## src/rtl/regfile_mp.sv

```systemverilog
// regfile_mp: multi-port integer register file with an issue scoreboard.
// x0 is hardwired to zero. Each register carries a pending bit that is set
// when an instruction targeting it issues and cleared when its result is
// written back; busy_count tracks how many registers are pending.
// Optional feature: define REGFILE_BYPASS_EN to forward same-cycle write
// data to matching read ports (default build reads registered state only).
module regfile_mp #(
    parameter int XLEN   = 32,
    parameter int NREGS  = 32,
    parameter int NREAD  = 2,
    parameter int NWRITE = 1,
    localparam int AW    = $clog2(NREGS),
    localparam int CW    = AW + 1
) (
    input  logic                    aclk,
    input  logic                    resetn,
    input  logic [NREAD*AW-1:0]     rd_addr,
    output logic [NREAD*XLEN-1:0]   rd_data,
    output logic [NREAD-1:0]        rd_busy,
    input  logic [NWRITE-1:0]       wr_en,
    input  logic [NWRITE*AW-1:0]    wr_addr,
    input  logic [NWRITE*XLEN-1:0]  wr_data,
    input  logic                    iss_valid,
    input  logic [AW-1:0]           iss_addr,
    output logic                    iss_ready,
    output logic [CW-1:0]           busy_count
);

    logic [XLEN-1:0] regs      [NREGS];
    logic [XLEN-1:0] data_next [NREGS];
    logic [NREGS-1:0] pending;
    logic [NREGS-1:0] pend_next;
    logic [CW-1:0]    count_next;
    logic             iss_fire;

    // An issue is refused while its destination is still pending (no WAW); x0 never blocks
    always_comb begin
        iss_ready = (iss_addr == '0) || !pending[iss_addr];
        iss_fire  = iss_valid && iss_ready && (iss_addr != '0);
    end

    // Next register/scoreboard state: later write ports overwrite earlier ones, issue beats writeback
    always_comb begin
        data_next = regs;
        pend_next = pending;
        for (int w = 0; w < NWRITE; w++) begin
            if (wr_en[w] && (wr_addr[w*AW +: AW] != '0)) begin
                data_next[wr_addr[w*AW +: AW]] = wr_data[w*XLEN +: XLEN];
                pend_next[wr_addr[w*AW +: AW]] = 1'b0;
            end
        end
        if (iss_fire) begin
            pend_next[iss_addr] = 1'b1;
        end
        data_next[0] = '0;
        pend_next[0] = 1'b0;
    end

    // Population count of the next pending vector so busy_count moves on the same edge as the bits
    always_comb begin
        count_next = '0;
        for (int i = 0; i < NREGS; i++) begin
            count_next = count_next + CW'(pend_next[i]);
        end
    end

    // State registers with synchronous active-low reset that overrides writes and issues
    always_ff @(posedge aclk) begin
        if (!resetn) begin
            for (int i = 0; i < NREGS; i++) begin
                regs[i] <= '0;
            end
            pending    <= '0;
            busy_count <= '0;
        end else begin
            regs       <= data_next;
            pending    <= pend_next;
            busy_count <= count_next;
        end
    end

    // Combinational read ports, optionally bypassing the winning same-cycle write
    always_comb begin
        rd_data = '0;
        rd_busy = '0;
        for (int p = 0; p < NREAD; p++) begin
            rd_data[p*XLEN +: XLEN] = regs[rd_addr[p*AW +: AW]];
            rd_busy[p]              = pending[rd_addr[p*AW +: AW]];
`ifdef REGFILE_BYPASS_EN
            for (int w = 0; w < NWRITE; w++) begin
                if (wr_en[w] && (wr_addr[w*AW +: AW] != '0) &&
                    (wr_addr[w*AW +: AW] == rd_addr[p*AW +: AW])) begin
                    rd_data[p*XLEN +: XLEN] = wr_data[w*XLEN +: XLEN];
                    rd_busy[p]              = iss_fire && (iss_addr == rd_addr[p*AW +: AW]);
                end
            end
`endif
        end
    end

endmodule

```

## config.mk

```make
export PLATFORM = sky130hd
export DESIGN_NAME = regfile_mp
export DESIGN_NICKNAME = d
export VERILOG_FILES = /design/src/rtl/regfile_mp.sv
export SDC_FILE = /design/constraint.sdc
export NUM_CORES = 2
export LEC_CHECK = 0
export CORE_AREA = 2 2 235 468
export DETAILED_ROUTE_END_ITERATION = 7
export DIE_AREA = 0 0 237 470
export PLACE_DENSITY = 0.69
export SYNTH_ARGS = -nofsm -noshare
export SYNTH_HDL_FRONTEND = slang
export SYNTH_SLANG_ARGS = --single-unit
```

## constraint.sdc

```tcl
create_clock -name aclk -period 8.45 [get_ports aclk]
set_input_delay 2.535 -clock aclk [delete_from_list [all_inputs] [get_ports aclk]]
set_output_delay 2.535 -clock aclk [all_outputs]
set_load 0.05 [all_outputs]
```

==> metrics.txt <==
Finished Cell Area about 61,000 µm²; startpoint types primary input; Post-Synth Adder-Cell Area 1.03%; Slowest cell on crit path o21ai_1; number of port buffers 128; f_max around 120 MHz; total CTS buffers 97; Hold Fails Final Rpt 0; synthesis-to-layout area growth 13.5%; cell mode on critical path buf_4; first-pass GRT wire length 323 mm; # setup viols final 0; Detailed Routing Iterations Pass 1 6; global route total overflow 0; Post-synth EDFFs 0; Residual DRC 0; Netlist cell types 44; P_leak 20.2 nW; delay-heaviest family, CP buffers and inverters; WP depth 8; Rel. slew slack roughly 14%; clock slew at reported path FFs roughly 0.060 ns; outcome completed; final worst-path cycle share a little over nine tenths; chip height 470 µm; largest family of logic cells by synthesized area multiplexers; register bit count reported by yosys 1,029; largest net degree at the start of global routing between 200 and 250; Slew Viols, Final 0; Ys Warns 0; IO Pins roughly 130; fill cell count about 9,300; placed cell area 57,200 µm²; Crit Path Category in -> out; critical path fanouts, max 50; H-tree depth 3; Die W 237 µm; Setup TNS Final 0 ns; main flop type after synthesis dfxtp_1; Reg2Reg Depth 19; Crit path required time roughly 5.9 ns; Total GRT Usage between 30% and 40%; die area approximately 110,000 µm²; synthesized area approximately 53,000 µm²; Buf/Inv on CP 4; DR WL/cell about 30 µm; layout net count 6,148; DRT antenna net count 0; largest cells by area after synthesis dfxtp_1 39%, mux4_2 17%, nand2_1 15%, a21oi_1 9.3%, a22o_1 3.5%; mux contribution to synthesized area a little over a fifth; slew at the pin closest to its max-slew limit between 1 and 1.5 ns; RSZ-0062 raised after global routing false; CP max stage delay about 0.71 ns; hold path depth 2; Max Cap Violations 0; cts hold-fix bufs 0; vias 50,900; xor-xnor portion of the synthesized cell area less than 1%; Tot Pwr 10.8 mW; Core Box Area ~110,000 µm²; DRT Wirelength approximately 220 mm; largest area contributor in the netlist dfxtp_1; drt initial violations slightly below 8,000; WHS between 0.4 and 0.5 ns; sequential fraction of the synthesis area between 30% and 40%; share of the synthesized area in the top cell type between 30 and 40%; kind of end point of the critical path primary output; CP Cell Sequence buf_8 > buf_4 > mux4_2 > a22o_1 > o21ai_1 > o31ai_1 > buf_4 > buf_12; peak supply drop about 0.19 mV; post-DP HPWL approximately 130 mm; minimum clock period 8.22 ns; Avg Inst Size Synth approximately 8.6 µm²; clock root buffer clkbuf_16; Initial Util 49.4%; PD cells approximately 180 nW/µm²; initial antenna violation count 7; vias per inst a little under 7; Synth Area in Simple Gates between 10% and 20%; Synth Instances 6,188; Hold Path Class reg -> reg; synth cell count leaders 2,148 x nand2_1, 1,029 x dfxtp_1, 993 x a21oi_1, 455 x clkbuf_1, 402 x mux4_2; Compound-Gate Fraction of Synth Area approximately 16%; syn_nets ~6,300; layout cells sized above 1 17.5%; fraction of registers with async set/reset 0%; CTS tree done; Clock Latency Late Sink 0.73 ns; clock sink count approximately 1,000; Worst Skew between 0.01 and 0.015 ns; routability cong. just under 1; Clock Path Buffers 3; WP data arrival about 5.7 ns; vias in the first global route around 50,000; most common cell in the netlist nand2_1; num rows about 170
-- logic make-up after synthesis --
family | after synthesis
flops | 1029
compound gates | 1500
xor+xnor | 1
mux | 608
fa+ha+maj | 30
buf+inv | 674
simple gates | 2346
-- through the flow --
step	instances	setup WS, ns	util, %
after CTS	7527	0.349	56.1
after global placement	7347	-0.490	52.9
after global routing	7527	0.0135	56.1
after detailed placement	7347	-0.388	52.9
final	7533	0.230	56.1
after floorplan	6188	0.404	-
-- cell usage in the layout (no fill, tap or decap), drive strengths merged, types with 16 or more instances in the layout --
master / synthesis / final
a211oi: 66 / 66
a21oi: 993 / 993
a22o: 214 / 214
and2: 23 / 23
and3: 75 / 75
buf: 195 / 377
clkbuf: 455 / 148
clkdlybuf4s50: 0 / 48
clkinv: 1 / 16
dfxtp: 1029 / 1029
fa: 23 / 23
inv: 23 / 26
mux2: 67 / 67
mux2i: 139 / 139
mux4: 402 / 402
nand2: 2148 / 2148
nor2: 28 / 28
o21ai: 68 / 68
o22ai: 69 / 69
o31ai: 69 / 69
-- per-layer routing --
layer | vias up | share of wire [%] | GRT usage (%) | wire, µm
li1 | 21400 | - | - | -
met1 | 24400 | 33 | 46.2 | 74400
met2 | 4021 | 43 | 59.1 | 97100
met3 | 1134 | 13 | 10.2 | 28800
met4 | 6 | 10 | 34.7 | 23100
met5 | - | 0.015 | 0 | 33
-- report_power, final --
group / total, mW / internal [mW] / switching [mW]
clock: 4.73 / 2.70 / 2.03
combinational: 1.13 / 0.364 / 0.770
sequential: 4.92 / 4.89 / 0.0306
-- state kept, by name, summed over array words and instances, names as in the netlist --
| register | cells |
|---|---|
| busy_count | 6 |
| pending | 31 |
| regs | 992 |
-- final timing paths --
kind / from / end / slack [ns]
setup reg to reg: pending[27]$_SDFF_PN0_ / busy_count[4]$_SDFF_PN0_ / 2.45
hold / removal: regs[526]$_SDFFE_PN0P_ / regs[526]$_SDFFE_PN0P_ / 0.47
hold reg to reg: regs[526]$_SDFFE_PN0P_ / regs[526]$_SDFFE_PN0P_ / 0.47
setup / recovery: rd_addr[5] / rd_data[53] / 0.23
-- what timing repair did --
action / in CTS / in global routing
setup buffers: 0 / 0
endpoints found under the hold margin: 0 / 0
setup endpoints to repair: 0 / 1
gates resized for setup: 0 / 1
-- cell type report --
| class | count | area [µm²] | share of cell area, % |
|---|---|---|---|
| clock buffers | 148 | 3010 | 4.97 |
| flip-flops and latches | 1029 | 20600 | 34.0 |
| diodes | 6 | 15.0 | 0.0248 |
| clock inverters | 32 | 387 | 0.638 |
| repair buffers | 425 | 4610 | 7.61 |
| multi-input cells | 4485 | 30100 | 49.7 |
| well taps | 1384 | 1730 | 2.86 |
| inverters | 24 | 97.6 | 0.161 |
-- worst register-to-register path, cell delays in order (launching register included) --
cell and delay (ns):
dfxtp_1 0.38, mux4_2 0.54, nor3b_4 0.28, a22oi_1 0.17, fa_1 0.52, fa_1 0.57
fa_1 0.52, inv_1 0.06, fa_1 0.53, inv_1 0.05, fa_1 0.46, fa_1 0.47
inv_1 0.09, fa_1 0.19, inv_1 0.06, fa_1 0.44, nor2b_1 0.16, o21ai_0 0.11
a21boi_0 0.19, nor3_1 0.07
(Power assumes the default switching activity.)
